## config.mk

```make
export PLATFORM = sky130hd
export DESIGN_NAME = timer_ctrl
export DESIGN_NICKNAME = d
export VERILOG_FILES = /design/src/rtl/timer_ctrl.sv
export SDC_FILE = /design/constraint.sdc
export NUM_CORES = 1
export LEC_CHECK = 0
export CAP_MARGIN = 25
export CORE_ASPECT_RATIO = 1.2
export CORE_MARGIN = 5
export CORE_UTILIZATION = 50
export CTS_CLUSTER_DIAMETER = 80
export DETAILED_ROUTE_END_ITERATION = 8
export PLACE_DENSITY = 0.85
export RECOVER_POWER = 50
export SLEW_MARGIN = 30
export SYNTH_ARGS = -nofsm -noshare
export SYNTH_HDL_FRONTEND = slang
export SYNTH_SLANG_ARGS = --single-unit
```

## constraint.sdc

```tcl
create_clock -name clk_10M -period 3.9 [get_ports clk_10M]
set_input_delay 0.39 -clock clk_10M [delete_from_list [all_inputs] [get_ports clk_10M]]
set_output_delay 0.39 -clock clk_10M [all_outputs]
set_load 0.005 [all_outputs]
```

## src/rtl/timer_ctrl.sv

```systemverilog
// rtl/timer_ctrl.sv - memory-mapped control front-end for the countdown timer
module timer_ctrl (
   input  logic        clk_10M,
   input  logic        rst,
   input  logic        we_i,
   input  logic        re_i,
   input  logic [3:0]  addr_i,
   input  logic [31:0] wdata_i,
   output logic [31:0] rdata_o,
   output logic        rvalid_o,
   output logic        load_o,
   output logic [31:0] data_o,
   input  logic [31:0] cuenta_i,
   output logic        irq_o
);

   localparam logic [1:0] SEL_LOAD   = 2'd0;
   localparam logic [1:0] SEL_COUNT  = 2'd1;
   localparam logic [1:0] SEL_STATUS = 2'd2;
   localparam logic [1:0] SEL_CTRL   = 2'd3;

   logic [31:0] r_reload;
   logic [31:0] r_prev;
   logic        r_done;
   logic [7:0]  r_exp_cnt;
   logic        r_irq_en;
   logic        r_auto_reload;
   logic        r_load;
   logic [31:0] r_data;
   logic [31:0] r_rdata;
   logic        r_rvalid;

   logic [1:0]  w_sel;
   logic        w_wr_load;
   logic        w_wr_status;
   logic        w_wr_ctrl;
   logic        w_expire;
   logic        w_auto_req;
   logic        w_running;
   logic        w_done_clr;
   logic        w_cnt_clr;
   logic [31:0] w_rd_mux;
   logic        w_unused_addr;

   // Byte-offset low bits carry no information for word registers
   assign w_unused_addr = ^addr_i[1:0];

   assign w_sel       = addr_i[3:2];
   assign w_wr_load   = we_i && (w_sel == SEL_LOAD);
   assign w_wr_status = we_i && (w_sel == SEL_STATUS);
   assign w_wr_ctrl   = we_i && (w_sel == SEL_CTRL);
   assign w_done_clr  = w_wr_status && wdata_i[0];
   assign w_cnt_clr   = w_wr_status && wdata_i[2];

   // Expiry is a falling transition into zero; a count idling at zero never fires
   assign w_expire    = (r_prev != 32'd0) && (cuenta_i == 32'd0);
   assign w_auto_req  = w_expire && r_auto_reload;
   assign w_running   = (cuenta_i != 32'd0);

   // A reset arriving while a pulse is pending suppresses it immediately
   assign load_o   = r_load && rst;
   assign data_o   = r_data;
   assign rdata_o  = r_rdata;
   assign rvalid_o = r_rvalid;
   assign irq_o    = r_done && r_irq_en;

   // Read data selection from current register state and live count
   always_comb begin
      w_rd_mux = 32'd0;
      case (w_sel)
         SEL_LOAD:   w_rd_mux = r_reload;
         SEL_COUNT:  w_rd_mux = cuenta_i;
         SEL_STATUS: w_rd_mux = {16'd0, r_exp_cnt, 6'd0, w_running, r_done};
         SEL_CTRL:   w_rd_mux = {30'd0, r_auto_reload, r_irq_en};
         default:    w_rd_mux = 32'd0;
      endcase
   end

   // Previous-count tracker used for expiry edge detection
   always_ff @(posedge clk_10M) begin
      if (!rst) r_prev <= 32'd0;
      else      r_prev <= cuenta_i;
   end

   // Reload value and control bits written by the processor
   always_ff @(posedge clk_10M) begin
      if (!rst) begin
         r_reload      <= 32'd0;
         r_irq_en      <= 1'b0;
         r_auto_reload <= 1'b0;
      end else begin
         if (w_wr_load) r_reload <= wdata_i;
         if (w_wr_ctrl) begin
            r_irq_en      <= wdata_i[0];
            r_auto_reload <= wdata_i[1];
         end
      end
   end

   // Load pulse generation; a CPU write takes priority over auto-reload
   always_ff @(posedge clk_10M) begin
      if (!rst) begin
         r_load <= 1'b0;
         r_data <= 32'd0;
      end else begin
         r_load <= w_wr_load || w_auto_req;
         if (w_wr_load)       r_data <= wdata_i;
         else if (w_auto_req) r_data <= r_reload;
      end
   end

   // Sticky done flag; setting by expiry beats a simultaneous clear
   always_ff @(posedge clk_10M) begin
      if (!rst)             r_done <= 1'b0;
      else if (w_expire)    r_done <= 1'b1;
      else if (w_done_clr)  r_done <= 1'b0;
   end

   // Saturating expiry counter; clear plus expiry in one cycle yields 1
   always_ff @(posedge clk_10M) begin
      if (!rst)                               r_exp_cnt <= 8'd0;
      else if (w_cnt_clr)                     r_exp_cnt <= w_expire ? 8'd1 : 8'd0;
      else if (w_expire && r_exp_cnt != 8'hFF) r_exp_cnt <= r_exp_cnt + 8'd1;
   end

   // Registered read response; data holds until the next read
   always_ff @(posedge clk_10M) begin
      if (!rst) begin
         r_rdata  <= 32'd0;
         r_rvalid <= 1'b0;
      end else begin
         r_rvalid <= re_i;
         if (re_i) r_rdata <= w_rd_mux;
      end
   end

endmodule
```

==> results.toml <==
[outcome]
outcome = "finished with violations"
failed_checks = "max-capacitance violations, max-slew violations"

[cells_and_area]
drive_above_1_share = 0.0675
final_nets = 741
finalNonFillerCells = 813
antennaDiodeCount = 0
final_core_util = 0.692
syn_to_final_growth_pct = 35.1

[route]
routed_wl_mm = 15.4
drt_iter0_drc = 205
post_drt_wl_per_cell_um = 18.9
met1_length_mm = 6.43
highest_layer = "met4"
drcViolationCount = 0
viasPerCell = 5.67
met3_length_mm = 1.08
met2_length_mm = 7.51
first_pass_iters = 5
num_vias = 4606
ant_nets = 0

[clocking]
clockBufferDepth = 2
cts_tree = "yes"
cts.hold.buffers_added = 0
post_cts_buffers = 0
cts_repair_resize_count = 0
htreeDepth = 4
clk_pin_slew_ns = 0.06
cts-buffers-inserted = 17
clockRootBuffer = "clkbuf_16"
clk_latency_ns = 0.42
cts_num_sinks = 141

[setup_path]
max_stage_delay_ns = 1.15
path_cells = "dlygate4sd3_1 -> nor3b_2 -> clkbuf_2 -> mux2i_1 -> o21ai_0 -> o211a_1"
critPathSlowestCell = "clkbuf_2"
startpoint_type = "input port"
worst-setup-path-type = "in2reg"
critPathCaptureType = "register"
path_delay_family = "buffers and inverters"
critPathBufInv = 2
worst-endpoint-required_ns = 4.20
arrival_ns = 3.35
crit_fanout = 65

[logic_synthesis]
synth_top_family_by_area = "simple AND/OR/NAND/NOR gates"
synth_xor_area_frac = 0
synth.distinct_cells = 40
yosys_warnings = 0
yosysSeqAreaShare = 0.499
syn_inst = 550
synth_top_area_share = 0.499
synth.avg_cell_area_um2 = 10.3
yosys_most_used_dff = "dfxtp_1"
yosys.area.top_type = "dfxtp_1"
synth_seq_cells = 141
async_reset_ff_frac = 0
synth_compound_area_frac = 0.162
synth_area_um2 = 5650
synth-simple-area-share = 0.165
ys_top_cells_by_area = "dfxtp_1, mux2i_1, o211a_1, and2_1, nor2b_1"
synth_edf_count = 0
synth_common_cells = "dfxtp_1, mux2i_1, and2_1, o211a_1, nor2b_1"
synth_fa_ha_area_frac = 0.00221
synthMuxAreaShare = 0.123
syn-num-nets = 623
synth.most_common_cell = "dfxtp_1"

[die]
chipWidth_um = 107
initial_core_util = 0.512
die_h_um = 126
core.rowCount = 42
core_region_area_um2 = 11000
dieArea_um2 = 13500
num_io_pins = 139

[sta]
fmax_mhz = 328
tightest_slew_ns = 2.00
hold_viol_final = 0
setup_ws_ns = 0.851
skew_ns = 0.00768
period_needed_ns = 3.05
final.period_utilization = 0.782
setup_tns_ns = 0
rsz0062_at_grt = "false"
slew_headroom = -0.335
setup_viol = 0
drv_slew = 176

[pwr]
p_per_area_nw_per_um2 = 453
peakVddDrop_mv = 0.424
total_leakage_power_nw = 3.35

[place]
dp.cells = 781
portBuffers = 136
detailedPlace.worstSlack_ns = 0.976
place.gp.congestion = 0.885
dp.final_hpwl_mm = 10.9

[grt]
grt_pass1_wl_mm = 24.3
grt-ovfl-total = 0
grt_pass1_vias = 4630
antenna_found_initial = 0
grt_usage = 0.227
grt_max_degree = 66

[flow_run]
cap_violations = 3

[min_path]
hp-class = "reg2reg"
[state kept, by name (all words and copies together), names as in the netlist]
name,count
data_o,32
r_auto_reload,1
r_done,1
r_exp_cnt,8
r_irq_en,1
r_load,1
r_prev,32
r_reload,32
rdata_o,32
rvalid_o,1
[power breakdown]
part	leakage [nW]	internal (mW)	switching, mW	total [mW]
Clock	0.280	0.968	0.641	1.61
Combinational	1.92	0.180	0.144	0.324
Sequential	1.15	1.50	0.0306	1.53
[cells in the final DEF, fill, tap and decap left out, drive strengths merged, types with 3 or more instances in the layout]
master         count
a21oi              4
and2              59
and4               3
buf                5
clkbuf            22
clkdlybuf4s50     67
clkinv             5
clkinvlp           4
dfxtp            141
dlygate4sd3       67
inv               26
mux2i             65
nand2             17
nand3              4
nand4              5
nor2b             36
nor4              16
o211a             41
o211ai             9
o21ai             34
o22ai             22
[cells by family after synthesis]
group                      count (synthesis)
adders and majority gates                  1
buffers and inverters                     67
muxes                                     67
and+or+nand+nor                          152
AOI/OAI and AO/OA                        122
DFF                                      141
[final cells by class]
type,count,area (um2)
inverter,23,86.3
timing repair buffer,143,1390
sequential,141,2820
clock buffer,18,439
tap,132,165
multi-input combinational,342,2570
clock inverter,14,160
fill,803,3400
[final timing paths]
path                            startpoint  slack, ns          to  cells after the start
worst max-delay path             addr_i[3]       0.85  data_o[25]                      6
worst min register to register  rdata_o[1]       0.48  rdata_o[1]                      2
worst max register to register  r_prev[25]       1.72  data_o[30]                      7
worst min-delay path            rdata_o[1]       0.48  rdata_o[1]                      2
[per-layer routing]
metal | up-vias | track usage
li1 | 2196 | -
met1 | 2183 | 0.286
met2 | 196 | 0.377
met3 | 31 | 0.0539
met4 | 0 | 0.0828
met5 | - | 0
[per-stage QoR]
stage               power [mW]  area (um2)  hold slack (ns)
global placement          1.89        7060            0.455
CTS                       3.49        7660            0.432
finish                    3.46        7640            0.477
global route              3.58        7640            0.496
detailed placement        1.90        7060            0.472
floorplan                 1.71        5650            0.449
[worst reg2reg max path, cell delays in order (launching register included)]
cell	delay (ns)
dfxtp_1	0.29
nor4_1	0.32
and4_1	0.36
a2111oi_4	0.11
buf_4	0.24
or2_1	0.24
buf_4	0.25
o211a_1	0.26
(Power assumes the default switching activity.)
==> RTL edit, RTL diff (same settings) <==
The output `rvalid_o` loses its register stage (`r_rvalid` becomes a continuous assignment).
--- a/src/rtl/timer_ctrl.sv
+++ b/src/rtl/timer_ctrl.sv
@@ -127,11 +127,11 @@
    always_ff @(posedge clk_10M) begin
       if (!rst) begin
          r_rdata  <= 32'd0;
-         r_rvalid <= 1'b0;
       end else begin
-         r_rvalid <= re_i;
          if (re_i) r_rdata <= w_rd_mux;
       end
    end
 
+   assign r_rvalid = re_i;
+
 endmodule
Function: changed (a bounded check fails within 4 cycles, from zero or initial values and one cycle with rst low).
==> RTL edit against the unedited design <==
The flow still finishes with violations (max-capacitance violations, max-slew violations); via count decreased by 1.8%; synthesized area about the same; wire length decreased by 2.6%; sequential cell count decreased by 1; cell area decreased by 0.18%; critical path depth unchanged; worst setup slack got worse by 76 ps; power increased by 1.0%; critical endpoint is now data_o[27]$_SDFFE_PN0P_; largest cell class unchanged.
==> RTL edit: results <==
[placement]
dp_slack_ps = 1010
hpwl_mm = 10.8
placed_area_sq_um = 7030
gp_congestion = 0.836

[run_status]
violations = "max-capacitance violations, max-slew violations"
status = "finished, violations left"

[cts]
cts_buffers = 17
ctsResizeCount = 0
clock_path_buffers = 2
post-cts-setup-buffers = 0

[timing]
tightest_slew_ps = 2560
fmax_mhz = 320
whs_ps = 478
skew_ps = 7.59
final-max-slew-violation-count = 144

[synthesis]
synth_xor_area_share_pct = 0
synthAdderAreaFrac_pct = 0.221
synth_compound_area_share_pct = 16.2
muxShareOfSynthArea_pct = 12.3
synth-seq-area-share_pct = 49.6
synth_common_cells = "140 x dfxtp_1, 65 x mux2i_1, 58 x and2_1"
yosys-top-cells-area = "dfxtp_1 50%, mux2i_1 12%, o211a_1 7.3%, and2_1 6.4%, nor2b_1 4.0%"

[worst_setup_path]
timing.rr.end = "data_o[23]$_SDFFE_PN0P_"
rrSetupSlack_ps = 1810
r2r-start = "r_prev[10]$_SDFF_PN0_"
crit_start = "addr_i[3]"
cp-endpoint = "data_o[27]$_SDFFE_PN0P_"
cp_data_arrival_time_ps = 3420
rr_worst_depth = 6

[drt]
drtPass1Iterations = 4
wire_per_inst_microns = 18.5
drt_iter0_drc = 206
viasPerCell = 5.59

[power_and_ir_drop]
clkPwrFrac_pct = 47.3
ir_drop_mv = 0.366
leakagePower_nw = 3.36
switching_share_pct = 21.2

[min_path]
min_from = "rdata_o[11]$_SDFFE_PN0P_"
min_path_type = "reg2reg"
hold_end = "rdata_o[11]$_SDFFE_PN0P_"
hold_depth = 1

[layout]
final_nets = 739
diodes = 0
fill_cells = 809
layout-drive-gt1-share_pct = 6.19

[grt]
grt_pass1_vias = 4369
grt_pass1_wl_mm = 23.4
grt_max_degree = 78
grt_util_all_layers_pct = 22.1

[flow_run]
max_cap_violations = 2
RTL edit: cell types whose count changed after synthesis:
cell | unedited run | this run
dfxtp_1 | 141 | 140
a31o_1 | 0 | 1
o2bb2ai_1 | 1 | 0
buf_6 | 1 | 4
nor2_1 | 2 | 3
buf_4 | 3 | 1
and2_1 | 59 | 58
RTL edit: area by class of cell:
class                      count  area [sq um]  share of cell area (%)
clock buffer                  25           505                    6.63
clock inverter                 6           108                    1.41
inverter                      23          86.3                    1.13
multi-input combinational    342          2560                    33.6
sequential                   140          2800                    36.8
tap                          132           165                    2.17
timing repair buffer         142          1390                    18.3
RTL edit: routing by layer:
metal	global-route usage, %	part of all wire [%]
met5	0	0
met1	28.6	43
met2	35.1	48
met3	7.01	7.2
met4	7.22	1.4
RTL edit: through the flow:
stage	instances	utilization, %	power [mW]
2_1_floorplan	550	-	1.70
4_1_cts	810	69.3	3.53
3_3_place_gp	779	63.7	1.88
5_1_grt	810	69.1	3.61
6_report	810	69.1	3.50
3_5_place_dp	779	63.7	1.88
